==> src/rtl/q2_mem_arbiter_pkg.sv <==
// Shared widths, DMA sequencer state encoding and the latched DMA command record
// for the q2 memory arbiter.
package q2_mem_arbiter_pkg;

  localparam int AW     = 12;
  localparam int DW     = 12;
  localparam int IO_BIT = 11;

  typedef enum logic [1:0] {
    IDLE   = 2'd0,
    D_ADDR = 2'd1,
    D_STB  = 2'd2,
    D_DONE = 2'd3
  } dma_state_t;

  typedef struct packed {
    logic          we;
    logic [AW-1:0] addr;
    logic [DW-1:0] wdata;
  } dma_cmd_t;

  function automatic logic is_io_page(input logic [AW-1:0] a);
    return a[IO_BIT];
  endfunction

endpackage

==> src/rtl/q2_mem_arbiter_if.sv <==
// CPU, DMA, RAM and I/O-port signal bundle around the arbiter; slave is the arbiter
// view, master is the view of everything attached to it.
interface q2_mem_arbiter_if;
  import q2_mem_arbiter_pkg::*;

  logic [AW-1:0] cpu_abus;
  logic [DW-1:0] cpu_dout;
  logic [DW-1:0] cpu_din;
  logic          cpu_rdm;
  logic          cpu_wrm;
  logic          cpu_run;

  logic          dma_req;
  logic          dma_we;
  logic [AW-1:0] dma_addr;
  logic [DW-1:0] dma_wdata;
  logic          dma_ack;
  logic [DW-1:0] dma_rdata;
  logic          dma_busy;

  logic [AW-1:0] mem_abus;
  logic [DW-1:0] mem_dout;
  logic          mem_oe;
  logic [DW-1:0] mem_din;
  logic          mem_rdm;
  logic          mem_wrm;

  logic          io_wr;
  logic [AW-2:0] io_addr;
  logic [DW-1:0] io_data;
  logic          conflict;

  modport slave (
    input  cpu_abus, cpu_dout, cpu_rdm, cpu_wrm, cpu_run,
    input  dma_req, dma_we, dma_addr, dma_wdata,
    input  mem_din,
    output cpu_din, dma_ack, dma_rdata, dma_busy,
    output mem_abus, mem_dout, mem_oe, mem_rdm, mem_wrm,
    output io_wr, io_addr, io_data, conflict
  );

  modport master (
    output cpu_abus, cpu_dout, cpu_rdm, cpu_wrm, cpu_run,
    output dma_req, dma_we, dma_addr, dma_wdata,
    output mem_din,
    input  cpu_din, dma_ack, dma_rdata, dma_busy,
    input  mem_abus, mem_dout, mem_oe, mem_rdm, mem_wrm,
    input  io_wr, io_addr, io_data, conflict
  );

endinterface

==> src/rtl/q2_io_decode.sv <==
// CPU write-strobe edge detect and I/O page output register: one-cycle io_wr pulse the
// cycle after a rising wrm with the I/O bit set; no backpressure, held wrm pulses once.
module q2_io_decode
  import q2_mem_arbiter_pkg::*;
(
  input  logic          clk,
  input  logic          rst_n,
  input  logic          i_wrm,
  input  logic [AW-1:0] i_abus,
  input  logic [DW-1:0] i_dout,
  output logic          o_io_wr,
  output logic [AW-2:0] o_io_addr,
  output logic [DW-1:0] o_io_data
);

  logic          r_wrm_d;
  logic          r_io_wr;
  logic [AW-2:0] r_io_addr;
  logic [DW-1:0] r_io_data;
  logic          w_hit;

  assign w_hit = i_wrm & ~r_wrm_d & is_io_page(i_abus);

  always_ff @(posedge clk or negedge rst_n) begin
    if (!rst_n) begin
      r_wrm_d   <= 1'b0;
      r_io_wr   <= 1'b0;
      r_io_addr <= '0;
      r_io_data <= '0;
    end else begin
      r_wrm_d <= i_wrm;
      r_io_wr <= w_hit;
      if (w_hit) begin
        r_io_addr <= i_abus[AW-2:0];
        r_io_data <= i_dout;
      end
    end
  end

  assign o_io_wr   = r_io_wr;
  assign o_io_addr = r_io_addr;
  assign o_io_data = r_io_data;

endmodule

==> src/rtl/q2_mem_arbiter.sv <==
// Memory bus arbiter: CPU pass-through while idle, 4-cycle DMA sequence (ack 3 cycles after
// grant) only while the CPU is halted; any CPU strobe pre-empts DMA immediately.
module q2_mem_arbiter
  import q2_mem_arbiter_pkg::*;
(
  input  logic             clk,
  input  logic             rst_n,
  q2_mem_arbiter_if.slave  bus
);

  dma_state_t    r_state;
  dma_state_t    w_next;
  dma_cmd_t      r_cmd;
  logic [DW-1:0] r_rdata;
  logic          r_conflict;

  logic w_cpu_stb;
  logic w_grant;
  logic w_clash;
  logic w_dma_own;

  assign w_cpu_stb = bus.cpu_rdm | bus.cpu_wrm;
  assign w_grant   = (r_state == IDLE) & bus.dma_req & ~bus.cpu_run & ~w_cpu_stb;
  assign w_clash   = (r_state != IDLE) & w_cpu_stb;
  assign w_dma_own = (r_state != IDLE) & ~w_cpu_stb;

  always_ff @(posedge clk or negedge rst_n) begin
    if (!rst_n) r_state <= IDLE;
    else        r_state <= w_next;
  end

  always_comb begin
    w_next = r_state;
    unique case (r_state)
      IDLE:    if (w_grant) w_next = D_ADDR;
      D_ADDR:  w_next = D_STB;
      D_STB:   w_next = D_DONE;
      D_DONE:  w_next = IDLE;
      default: w_next = IDLE;
    endcase
    // A CPU strobe abandons the DMA access; a still-held request is re-granted later.
    if (w_clash) w_next = IDLE;
  end

  always_ff @(posedge clk or negedge rst_n) begin
    if (!rst_n) begin
      r_cmd      <= '0;
      r_rdata    <= '0;
      r_conflict <= 1'b0;
    end else begin
      if (w_grant)
        r_cmd <= '{we: bus.dma_we, addr: bus.dma_addr, wdata: bus.dma_wdata};
      if (w_dma_own && (r_state == D_STB) && !r_cmd.we)
        r_rdata <= bus.mem_din;
      if (w_clash)
        r_conflict <= 1'b1;
    end
  end

  // Bus mux; everything is forced low while reset is asserted.
  always_comb begin
    bus.mem_abus = '0;
    bus.mem_dout = '0;
    bus.mem_oe   = 1'b0;
    bus.mem_rdm  = 1'b0;
    bus.mem_wrm  = 1'b0;
    bus.cpu_din  = '0;
    if (rst_n) begin
      bus.cpu_din = bus.mem_din;
      if (w_dma_own) begin
        bus.mem_abus = r_cmd.addr;
        bus.mem_dout = r_cmd.wdata;
        bus.mem_oe   = r_cmd.we;
        bus.mem_rdm  = (r_state == D_STB) & ~r_cmd.we;
        bus.mem_wrm  = (r_state == D_STB) &  r_cmd.we;
      end else begin
        bus.mem_abus = bus.cpu_abus;
        bus.mem_dout = bus.cpu_dout;
        bus.mem_oe   = bus.cpu_wrm;
        bus.mem_rdm  = bus.cpu_rdm;
        bus.mem_wrm  = bus.cpu_wrm;
      end
    end
  end

  assign bus.dma_ack   = w_dma_own & (r_state == D_DONE);
  assign bus.dma_rdata = r_rdata;
  assign bus.dma_busy  = (r_state != IDLE);
  assign bus.conflict  = r_conflict;

  q2_io_decode u_io_decode (
    .clk       (clk),
    .rst_n     (rst_n),
    .i_wrm     (bus.cpu_wrm),
    .i_abus    (bus.cpu_abus),
    .i_dout    (bus.cpu_dout),
    .o_io_wr   (bus.io_wr),
    .o_io_addr (bus.io_addr),
    .o_io_data (bus.io_data)
  );

endmodule

==> src/flat_wrapper.sv <==
// flat-port wrapper written by rule: the top's interface ports become plain ports
module q2_mem_arbiter_flat import q2_mem_arbiter_pkg::*;
  (clk, rst_n, bus_cpu_abus, bus_cpu_dout, bus_cpu_rdm, bus_cpu_wrm, bus_cpu_run, bus_dma_req, bus_dma_we, bus_dma_addr, bus_dma_wdata, bus_mem_din, bus_cpu_din, bus_dma_ack, bus_dma_rdata, bus_dma_busy, bus_mem_abus, bus_mem_dout, bus_mem_oe, bus_mem_rdm, bus_mem_wrm, bus_io_wr, bus_io_addr, bus_io_data, bus_conflict);
  q2_mem_arbiter_if bus_i ();
  input  logic clk;
  input  logic rst_n;
  input wire logic [$bits(bus_i.cpu_abus)-1:0] bus_cpu_abus;
  input wire logic [$bits(bus_i.cpu_dout)-1:0] bus_cpu_dout;
  input wire logic [$bits(bus_i.cpu_rdm)-1:0] bus_cpu_rdm;
  input wire logic [$bits(bus_i.cpu_wrm)-1:0] bus_cpu_wrm;
  input wire logic [$bits(bus_i.cpu_run)-1:0] bus_cpu_run;
  input wire logic [$bits(bus_i.dma_req)-1:0] bus_dma_req;
  input wire logic [$bits(bus_i.dma_we)-1:0] bus_dma_we;
  input wire logic [$bits(bus_i.dma_addr)-1:0] bus_dma_addr;
  input wire logic [$bits(bus_i.dma_wdata)-1:0] bus_dma_wdata;
  input wire logic [$bits(bus_i.mem_din)-1:0] bus_mem_din;
  output wire logic [$bits(bus_i.cpu_din)-1:0] bus_cpu_din;
  output wire logic [$bits(bus_i.dma_ack)-1:0] bus_dma_ack;
  output wire logic [$bits(bus_i.dma_rdata)-1:0] bus_dma_rdata;
  output wire logic [$bits(bus_i.dma_busy)-1:0] bus_dma_busy;
  output wire logic [$bits(bus_i.mem_abus)-1:0] bus_mem_abus;
  output wire logic [$bits(bus_i.mem_dout)-1:0] bus_mem_dout;
  output wire logic [$bits(bus_i.mem_oe)-1:0] bus_mem_oe;
  output wire logic [$bits(bus_i.mem_rdm)-1:0] bus_mem_rdm;
  output wire logic [$bits(bus_i.mem_wrm)-1:0] bus_mem_wrm;
  output wire logic [$bits(bus_i.io_wr)-1:0] bus_io_wr;
  output wire logic [$bits(bus_i.io_addr)-1:0] bus_io_addr;
  output wire logic [$bits(bus_i.io_data)-1:0] bus_io_data;
  output wire logic [$bits(bus_i.conflict)-1:0] bus_conflict;
  assign bus_i.cpu_abus = bus_cpu_abus;
  assign bus_i.cpu_dout = bus_cpu_dout;
  assign bus_i.cpu_rdm = bus_cpu_rdm;
  assign bus_i.cpu_wrm = bus_cpu_wrm;
  assign bus_i.cpu_run = bus_cpu_run;
  assign bus_i.dma_req = bus_dma_req;
  assign bus_i.dma_we = bus_dma_we;
  assign bus_i.dma_addr = bus_dma_addr;
  assign bus_i.dma_wdata = bus_dma_wdata;
  assign bus_i.mem_din = bus_mem_din;
  assign bus_cpu_din = bus_i.cpu_din;
  assign bus_dma_ack = bus_i.dma_ack;
  assign bus_dma_rdata = bus_i.dma_rdata;
  assign bus_dma_busy = bus_i.dma_busy;
  assign bus_mem_abus = bus_i.mem_abus;
  assign bus_mem_dout = bus_i.mem_dout;
  assign bus_mem_oe = bus_i.mem_oe;
  assign bus_mem_rdm = bus_i.mem_rdm;
  assign bus_mem_wrm = bus_i.mem_wrm;
  assign bus_io_wr = bus_i.io_wr;
  assign bus_io_addr = bus_i.io_addr;
  assign bus_io_data = bus_i.io_data;
  assign bus_conflict = bus_i.conflict;
  q2_mem_arbiter u_core (.clk(clk), .rst_n(rst_n), .bus(bus_i));
endmodule
==> config.mk <==
export PLATFORM = sky130hd
export DESIGN_NAME = q2_mem_arbiter_flat
export DESIGN_NICKNAME = d
export VERILOG_FILES = /design/src/rtl/q2_mem_arbiter_pkg.sv /design/src/rtl/q2_mem_arbiter_if.sv /design/src/rtl/q2_io_decode.sv /design/src/rtl/q2_mem_arbiter.sv /design/src/flat_wrapper.sv
export SDC_FILE = /design/constraint.sdc
export NUM_CORES = 1
export LEC_CHECK = 0
export BUFFER_PORTS_ARGS = -buffer_cell sky130_fd_sc_hd__buf_2
export CORE_MARGIN = 1.5
export CORE_UTILIZATION = 42
export CTS_CLUSTER_DIAMETER = 50
export CTS_CLUSTER_SIZE = 10
export DETAILED_ROUTE_END_ITERATION = 16
export PLACE_DENSITY = 0.73
export SYNTH_ARGS = -nofsm -noshare
export SYNTH_HDL_FRONTEND = slang
export SYNTH_SLANG_ARGS = --single-unit
==> constraint.sdc <==
create_clock -name clk -period 2.35 [get_ports clk]
set_input_delay 0.47 -clock clk [delete_from_list [all_inputs] [get_ports clk]]
set_output_delay 0.47 -clock clk [all_outputs]
set_load 0.02 [all_outputs]
* Yosys cells after proc, flatten, opt, wreduce, memory -nomap -nowiden
Index checks and enable logic that the tools add are counted. W data, S select, Z words.
Word-level totals: input bits 67, bits in registers 65
Operators by class: multiplexer cells 14, bitwise logic cells 15, reductions and logical operators 5, eq/ne operators 4
Operators by type and width (count):
- $mux W12 | 5
- $and A1 B1 Y1 | 10
- $pmux W2 S4 | 1
- $mux W1 | 6
- $eq A2 B2 Y1 const B | 2
- $mux W2 | 2
- $not A1 Y1 | 4
- $ne A3 B1 Y1 const B | 1
- $eq A2 B1 Y1 const B | 1
- $logic_and A1 B1 Y1 | 2
- $logic_not A2 Y1 | 1
- $reduce_bool A2 Y1 | 1
- $logic_not A1 Y1 | 1
- $or A1 B1 Y1 | 1

* Longest topological paths before layout
Gate-level depths: netlist (run 1).
depth after elaboration 7, depth in mapped cells 7, depth with buffers taken out 5

* Modules after synthesis
A second synthesis (run 1) with hierarchy kept.
Second synthesis, totals: cells, all modules 252, area, all modules 3166.8 um2
Modules (own cells, without submodules):
- q2_mem_arbiter | cells each 200, sequential area each 1001.0 um2, area each 2164.6 um2, instances 1
- q2_io_decode | cells each 52, sequential area each 625.6 um2, area each 1002.2 um2, instances 1

* Least setup slack after synthesis (run 1)
No wires, ideal clock.
kind register to output, start point reg u_core.r_state[0], end point out bus_mem_abus[0], cell stages (with the launch flop) 7, path slack -0.032 ns, path buffers 1, arrival 1.912 ns, cells stage by stage dfrtp_1 -> inv_1 -> ha_1 -> nor3_4 -> clkbuf_1 -> nand2_1 -> a21boi_0
On the way: word-level cells in the longest chain between the ends 4
RTL lines:
- start: declaration | RTL line q2_mem_arbiter.sv:11 | dma_state_t r_state;
- start signal: assignment | RTL line q2_mem_arbiter.sv:29 | else r_state <= w_next;
- $reduce_bool A2 Y1 | RTL line q2_mem_arbiter.sv:25 | assign w_dma_own = (r_state != IDLE) & ~w_cpu_stb;
- $and A1 B1 Y1 | RTL line q2_mem_arbiter.sv:25
- $mux W12 | RTL line q2_mem_arbiter.sv:70 | if (w_dma_own) begin
- $mux W12 | RTL line q2_mem_arbiter.sv:68 | if (rst_n) begin
- end: declaration | RTL line flat_wrapper.sv:21 | output wire logic [$bits(bus_i.mem_abus)-1:0] bus_mem_abus;
Every way passes these cells.

* Worst setup path in the final report (run 1)
start point reg u_core.r_state[1], end point out bus_mem_dout[4]
On the way: word-level cells in the longest chain between the ends 4
RTL lines:
- $reduce_bool A2 Y1 | RTL line q2_mem_arbiter.sv:25
- $and A1 B1 Y1 | RTL line q2_mem_arbiter.sv:25
- $mux W12 | RTL line q2_mem_arbiter.sv:70
- $mux W12 | RTL line q2_mem_arbiter.sv:68
- end: declaration | RTL line flat_wrapper.sv:22 | output wire logic [$bits(bus_i.mem_dout)-1:0] bus_mem_dout;
Every way passes these cells.

==> results of run 1 <==
## metal layers
metal | wire length, um | part of all wire | vias up | global-route usage
met5 | 0 | 0 | - | 0
met4 | 127 | 0.016 | 0 | 0.08951
met3 | 339 | 0.044 | 10 | 0.03047
met2 | 3929 | 0.51 | 78 | 0.3055
met1 | 3364 | 0.43 | 1198 | 0.2479
li1 | - | - | 1195 | -
## Yosys cell counts
| cell type | n |
|---|---|
| inv_1 | 5 |
| a21boi_0 | 25 |
| o21ai_0 | 1 |
| and2_1 | 13 |
| nor2_1 | 1 |
| a211oi_1 | 1 |
| mux2_4 | 17 |
| ha_1 | 4 |
| clkbuf_1 | 7 |
| nand3b_2 | 1 |
| nor3_4 | 2 |
| o21bai_1 | 2 |
| a31oi_1 | 1 |
| a21oi_1 | 1 |
| nand3b_1 | 2 |
| mux2_2 | 43 |
| nor2b_1 | 4 |
| buf_2 | 4 |
| dfrtp_1 | 65 |
| or3_2 | 1 |
| buf_6 | 4 |
| nand2_1 | 50 |
| o221ai_1 | 1 |
## final cells by class
cell class,count,area share
sequential,65,0.3570
multi-input combinational,170,0.3342
timing repair buffer,170,0.2345
clock buffer,12,0.03406
tap,99,0.02719
clock inverter,3,0.008789
inverter,5,0.004120
## critical path: cells and delay by family (launching register included)
kind | cells | cell delay (ns)
buf+inv | 4 | 0.55
compound gates | 1 | 0.13
fa+ha+maj | 1 | 0.16
simple gates | 2 | 0.38
flops | 1 | 0.36
## final timing paths
| kind | from | end | slack [ns] | cells after the start |
|---|---|---|---|---|
| hold / removal | rst_n | u_core.r_cmd[22] | 0.16 | 2 |
| max in group asynchronous | rst_n | u_core.bus.dma_rdata[6] | 1.25 | 2 |
| hold reg to reg | u_core.bus.conflict | u_core.bus.conflict | 0.47 | 1 |
| min in group clk | bus_cpu_wrm | u_core.u_io_decode.r_wrm_d | 0.34 | 1 |
| setup reg to reg | u_core.r_state[1] | u_core.r_cmd[11] | 0.37 | 8 |
| setup / recovery | u_core.r_state[1] | bus_mem_dout[4] | -0.04 | 8 |
## kinds of logic (layout without fill, tap and decap cells)
logic type / Yosys count / in the layout
DFF: 65 / 65
muxes: 60 / 60
adders and majority gates: 4 / 4
and+or+nand+nor: 74 / 74
AOI/OAI and AO/OA: 32 / 32
buffers and inverters: 20 / 190
## through the flow
stage	util	hold WS (ns)	setup TNS, ns	total power, W
final	0.6315	0.1648	-0.6253	0.004471
after global routing	0.6315	0.1823	-3.717	0.004726
after CTS	0.6075	0.1641	-0.2513	0.004346
after detailed placement	0.5591	0.3589	0	0.003254
after global placement	0.5591	0.3529	0	0.003206
after floorplan	-	0.1744	0	0.002733
## flip-flops by register name (all words and copies together) (netlist names)
name                          cells
u_core.bus.conflict               1
u_core.bus.dma_rdata             12
u_core.r_cmd                     25
u_core.r_state                    2
u_core.u_io_decode.o_io_addr     11
u_core.u_io_decode.o_io_data     12
u_core.u_io_decode.o_io_wr        1
u_core.u_io_decode.r_wrm_d        1
## power groups by stage
stage / clock network [W] / registers (W) / logic (W)
after global placement: 0 / 0.00172 / 0.00149
after global routing: 0.00101 / 0.00180 / 0.00192
after floorplan: 0 / 0.00192 / 0.000813
final: 0.000948 / 0.00175 / 0.00177
after CTS: 0.000965 / 0.00171 / 0.00167
after detailed placement: 0 / 0.00173 / 0.00153
## what timing repair did
item / 4_1_cts / 5_1_grt
setup endpoints to repair: 28 / 28
pin swaps: 6 / 21
gates cloned: 2 / 0
gates resized for setup: 39 / 45
setup buffers: 4 / 2
hold endpoints to repair: 10 / 0
hold buffers: 1 / 0
==> results.json, run 1 <==
{
  "status": "finished, violations left",
  "violations": "negative setup slack",
  "ant_nets": 0,
  "regArea_um2": 1627,
  "vias_per_cell": 4.735,
  "finalNetCount": 492,
  "chipWidth_um": 89.27,
  "pre_cts_slack_ns": 0.1963,
  "power_frac_seq": 0.391,
  "p_sw_frac": 0.3398,
  "hold_class": "input port to async pin",
  "setup_viol": 26,
  "crit_path_max_fanout": 8,
  "cts-root-buf": "clkbuf_8",
  "p_sw_w": 0.001519,
  "drive_gt1_frac": 0.6424,
  "cp_common_cell": "buf_6",
  "clockBufferDepth": 2,
  "place_inst": 500,
  "grt_usage": 0.1886,
  "synth_compound_area_frac": 0.07526,
  "postSynthAreaPerCell_um2": 12.26,
  "max_freq_mhz": 417.9,
  "synth_nets": 326,
  "rows": 31,
  "synth_area_um2": 3125,
  "path_clk_slew_ns": 0.07,
  "tightest_slew_ns": 0.5000,
  "final_common_cell": "buf_2",
  "synth_xor_area_frac": 0,
  "wire_per_inst_um": 14.81,
  "fill_cells": 592,
  "period_minus_slack_ns": 2.393,
  "postPlaceCellArea_um2": 4034,
  "clkLatencyLatePin_ns": 0.34,
  "yosys.cell_types.count": 23,
  "ir_drop_mv": 0.4242,
  "slowest_stage": "dfrtp_1",
  "antenna_found_initial": 0,
  "grt_pass1_vias": 2314,
  "io_pins": 145,
  "firstDrtPassIters": 6,
  "synth_top_family_by_area": "multiplexers",
  "synth_top_area_frac": 0.5204,
  "ys_ff_latch": 65,
  "path_cells": "inv_2 > ha_4 > buf_6 > nor3_4 > buf_6 > nand2_1 > a21boi_1 > buf_4",
  "synth_largest_area_cell": "dfrtp_1",
  "synthMuxAreaShare": 0.2366,
  "final_cell_area_um2": 4556,
  "yosys.area_share.adder": 0.01601,
  "dp_hpwl_um": 5402,
  "finalWirelength_um": 7760,
  "core_region_area_um2": 7214,
  "multi_input_area_um2": 1523,
  "cts_tree": "done",
  "h-tree-depth": 3,
  "yosys-top-cells-area": "dfrtp_1, mux2_2, mux2_4",
  "slew_headroom": 0.6656,
  "synth-simple-area-share": 0.1165,
  "combPwrFrac": 0.397,
  "syn_inst": 255,
  "slew_violations": 0,
  "antenna_cells": 0,
  "power_density_nw_per_um2": 981.5,
  "cp-start-kind": "flip-flop",
  "synthToLayoutAreaGrowth_pct": 45.76,
  "slowest_delay_ns": 0.36,
  "cp.arrival_ns": 1.92,
  "cp-end-kind": "primary output",
  "gp_congestion": 0.7717,
  "stdcell_count": 524,
  "grt_max_degree": 41,
  "internal_power_w": 0.002952,
  "cts_sinks": 65,
  "crit_type": "flip-flop to primary output",
  "die_h_um": 89.27,
  "fin_crit_sh": 1.018,
  "layout_common_cells": "buf_2, dfrtp_1, mux2_2",
  "yosysSeqAreaShare": 0.5204,
  "p_leak_nw": 2.381,
  "finalClockSkew_ns": 0.008580,
  "timing_hold_violations_final": 0,
  "drc": 0,
  "fin_ws_ns": -0.04278,
  "start_util": 0.4332,
  "die_area_um2": 7968,
  "critPathRequiredTime_ns": 1.88,
  "vias": 2481,
  "port_buffers": 144,
  "gr-total-overflow": 0,
  "rsz0062_at_grt": "true",
  "cts_inserted_buffers": 9,
  "maxCapViolCount": 0,
  "grt_pass1_wl_um": 11160,
  "yosys_warnings": 0,
  "pwr-share-clk": 0.212,
  "dr.first_iter.drc_count": 66
}
Power figures use the tool's default switching activity.
==> run 2, diff against run 1 <==
CORE_UTILIZATION = 47   (was 42)
PLACE_DENSITY = 0.8   (was 0.73)
==> run 2 against run 1 <==
The run now ends clean. Final cell count shrank 4.8%. Die area shrank 10%. Sequential share of layout area grew 2.1 points. Clock skew about the same. Core utilization up 4.2 points. Design area decreased by 5.6%. Combinational power decreased by 9%. Critical endpoint is now bus_mem_abus[11]. Largest cell class unchanged.
==> results.json, run 2 (synthesized netlist as in run 1, its figures left out) <==
{
  "grt_pass1_wl_um": 11680,
  "fill_cells": 512,
  "fin_crit_sh": 0.9657,
  "rows": 29,
  "gr-total-overflow": 0,
  "port_buffers": 144,
  "finalNetCount": 488,
  "grt_pass1_vias": 2400,
  "slew_headroom": 0.7736,
  "cp.buffers_inverters": 3,
  "rsz0062_at_grt": "false",
  "use_met1": 0.2738,
  "timing_hold_violations_final": 0,
  "cts_sinks": 65,
  "cp.arrival_ns": 1.80,
  "gr-usage-met3": 0.02852,
  "dr.first_iter.drc_count": 66,
  "startpoint": "u_core.r_state[0]",
  "setup_viol": 0,
  "critical_path.top_delay_family": "simple AND/OR/NAND/NOR gates",
  "final_common_cell": "buf_2",
  "path_clk_slew_ns": 0.08,
  "drc": 0,
  "die_h_um": 84.55,
  "max_flop_register": "u_core.r_cmd",
  "ir_drop_mv": 0.5968,
  "crit_type": "flip-flop to primary output",
  "h-tree-depth": 3,
  "slew_violations": 0,
  "gp_congestion": 0.7572,
  "final_cell_area_um2": 4300,
  "clockBufferDepth": 2,
  "layout_common_cells": "buf_2, dfrtp_1, nand2_1",
  "firstDrtPassIters": 4,
  "grt_usage": 0.2094,
  "gr-usage-met2": 0.3492,
  "wire_per_inst_um": 15.19,
  "clkLatencyLatePin_ns": 0.33,
  "vias_per_cell": 4.920,
  "finalClockSkew_ns": 0.008561,
  "cts-root-buf": "clkbuf_8",
  "io_pins": 145,
  "status": "finished, final reports clean",
  "power_density_nw_per_um2": 1022,
  "ant_nets": 0,
  "cp-end-kind": "primary output",
  "finalWirelength_um": 7580,
  "postPlaceCellArea_um2": 3971,
  "hold_class": "input port to async pin",
  "cp-start-kind": "flip-flop",
  "slowest_stage": "or3_4",
  "chipWidth_um": 84.55,
  "antenna_found_initial": 0,
  "grt_max_degree": 43,
  "r2r-start": "u_core.r_state[0]",
  "p_leak_nw": 2.258,
  "critPathRequiredTime_ns": 1.88,
  "largest_reg_flops": 25,
  "start_util": 0.4894,
  "vias": 2455,
  "maxCapViolCount": 0,
  "cts_tree": "done",
  "antenna_cells": 0,
  "cts_inserted_buffers": 9,
  "die_area_um2": 7148,
  "period_minus_slack_ns": 2.270,
  "tightest_slew_ns": 0.3384,
  "max_freq_mhz": 440.6,
  "crit_path_max_fanout": 11,
  "top_usage_layer": "met2",
  "fin_util": 0.6734,
  "drive_gt1_frac": 0.5853,
  "core_region_area_um2": 6386,
  "slowest_delay_ns": 0.40,
  "synthToLayoutAreaGrowth_pct": 37.59,
  "setup_tns_ns": 0,
  "dp_hpwl_um": 5423,
  "path_cells": "inv_2 > ha_4 > or3_4 > buf_6 > nand2_1 > a21boi_1 > buf_2"
}
## run 2: changes by cell type in the layout (fill, tap and decap cells not counted), sizes merged
cell | before | now
dlygate4sd3 | 1 | 2
bufinv | 1 | 2
clkbuf | 12 | 10
clkinvlp | 0 | 3
buf | 169 | 164
clkinv | 2 | 1
## run 2: report_power, final
group          switching (W)  internal [W]
registers           0.000208       0.00151
clock network       0.000432      0.000628
logic               0.000815      0.000800
## run 2: timing repair
item | 4_1_cts | 5_1_grt
gates cloned | 0 | 2
setup endpoints to repair | 26 | 25
hold buffers | 2 | 0
setup buffers | 2 | 2
pin swaps | 0 | 1
gates resized for setup | 5 | 11
hold endpoints to repair | 3 | 0
## run 2: layout make-up
| cell class | instances | area, um^2 | share of cell area |
|---|---|---|---|
| Multi-Input combinational cell | 170 | 1405 | 0.3267 |
| Inverter | 5 | 18.77 | 0.004364 |
| Tap cell | 77 | 96.34 | 0.02240 |
| Clock inverter | 6 | 91.34 | 0.02124 |
| Sequential cell | 65 | 1627 | 0.3782 |
| Clock buffer | 10 | 137.6 | 0.03200 |
| Timing Repair Buffer | 166 | 924.6 | 0.2150 |
## run 2: final timing paths
path / cells past startpoint / endpoint / slack [ns]
max in group asynchronous: 2 / u_core.u_io_decode.o_io_data[6] / 1.36
min in group clk: 2 / u_core.r_cmd[3] / 0.37
max: 7 / bus_mem_abus[11] / 0.08
min reg2reg: 1 / u_core.bus.conflict / 0.49
min: 2 / u_core.r_cmd[7] / 0.23
max reg2reg: 7 / u_core.r_cmd[8] / 0.46
## run 2: metal layers
| metal | wire (um) | up-vias | part of all wire |
|---|---|---|---|
| met3 | 331 | 8 | 0.044 |
| met2 | 3885 | 76 | 0.51 |
| met1 | 3263 | 1175 | 0.43 |
| met4 | 99 | 0 | 0.013 |
| li1 | - | 1196 | - |
| met5 | 0 | - | 0 |
## run 2: metrics by stage
| stage | hold slack, ns | power (W) | instances | setup slack, ns |
|---|---|---|---|---|
| global placement | 0.3558 | 0.003187 | 475 | 0.2359 |
| floorplan | 0.1744 | 0.002733 | 255 | 0.04112 |
| finish | 0.2348 | 0.004395 | 499 | 0.08050 |
| detailed placement | 0.3625 | 0.003255 | 475 | 0.1552 |
| global route | 0.2413 | 0.004641 | 499 | 0.002091 |
| CTS | 0.2140 | 0.004371 | 495 | 0.01729 |
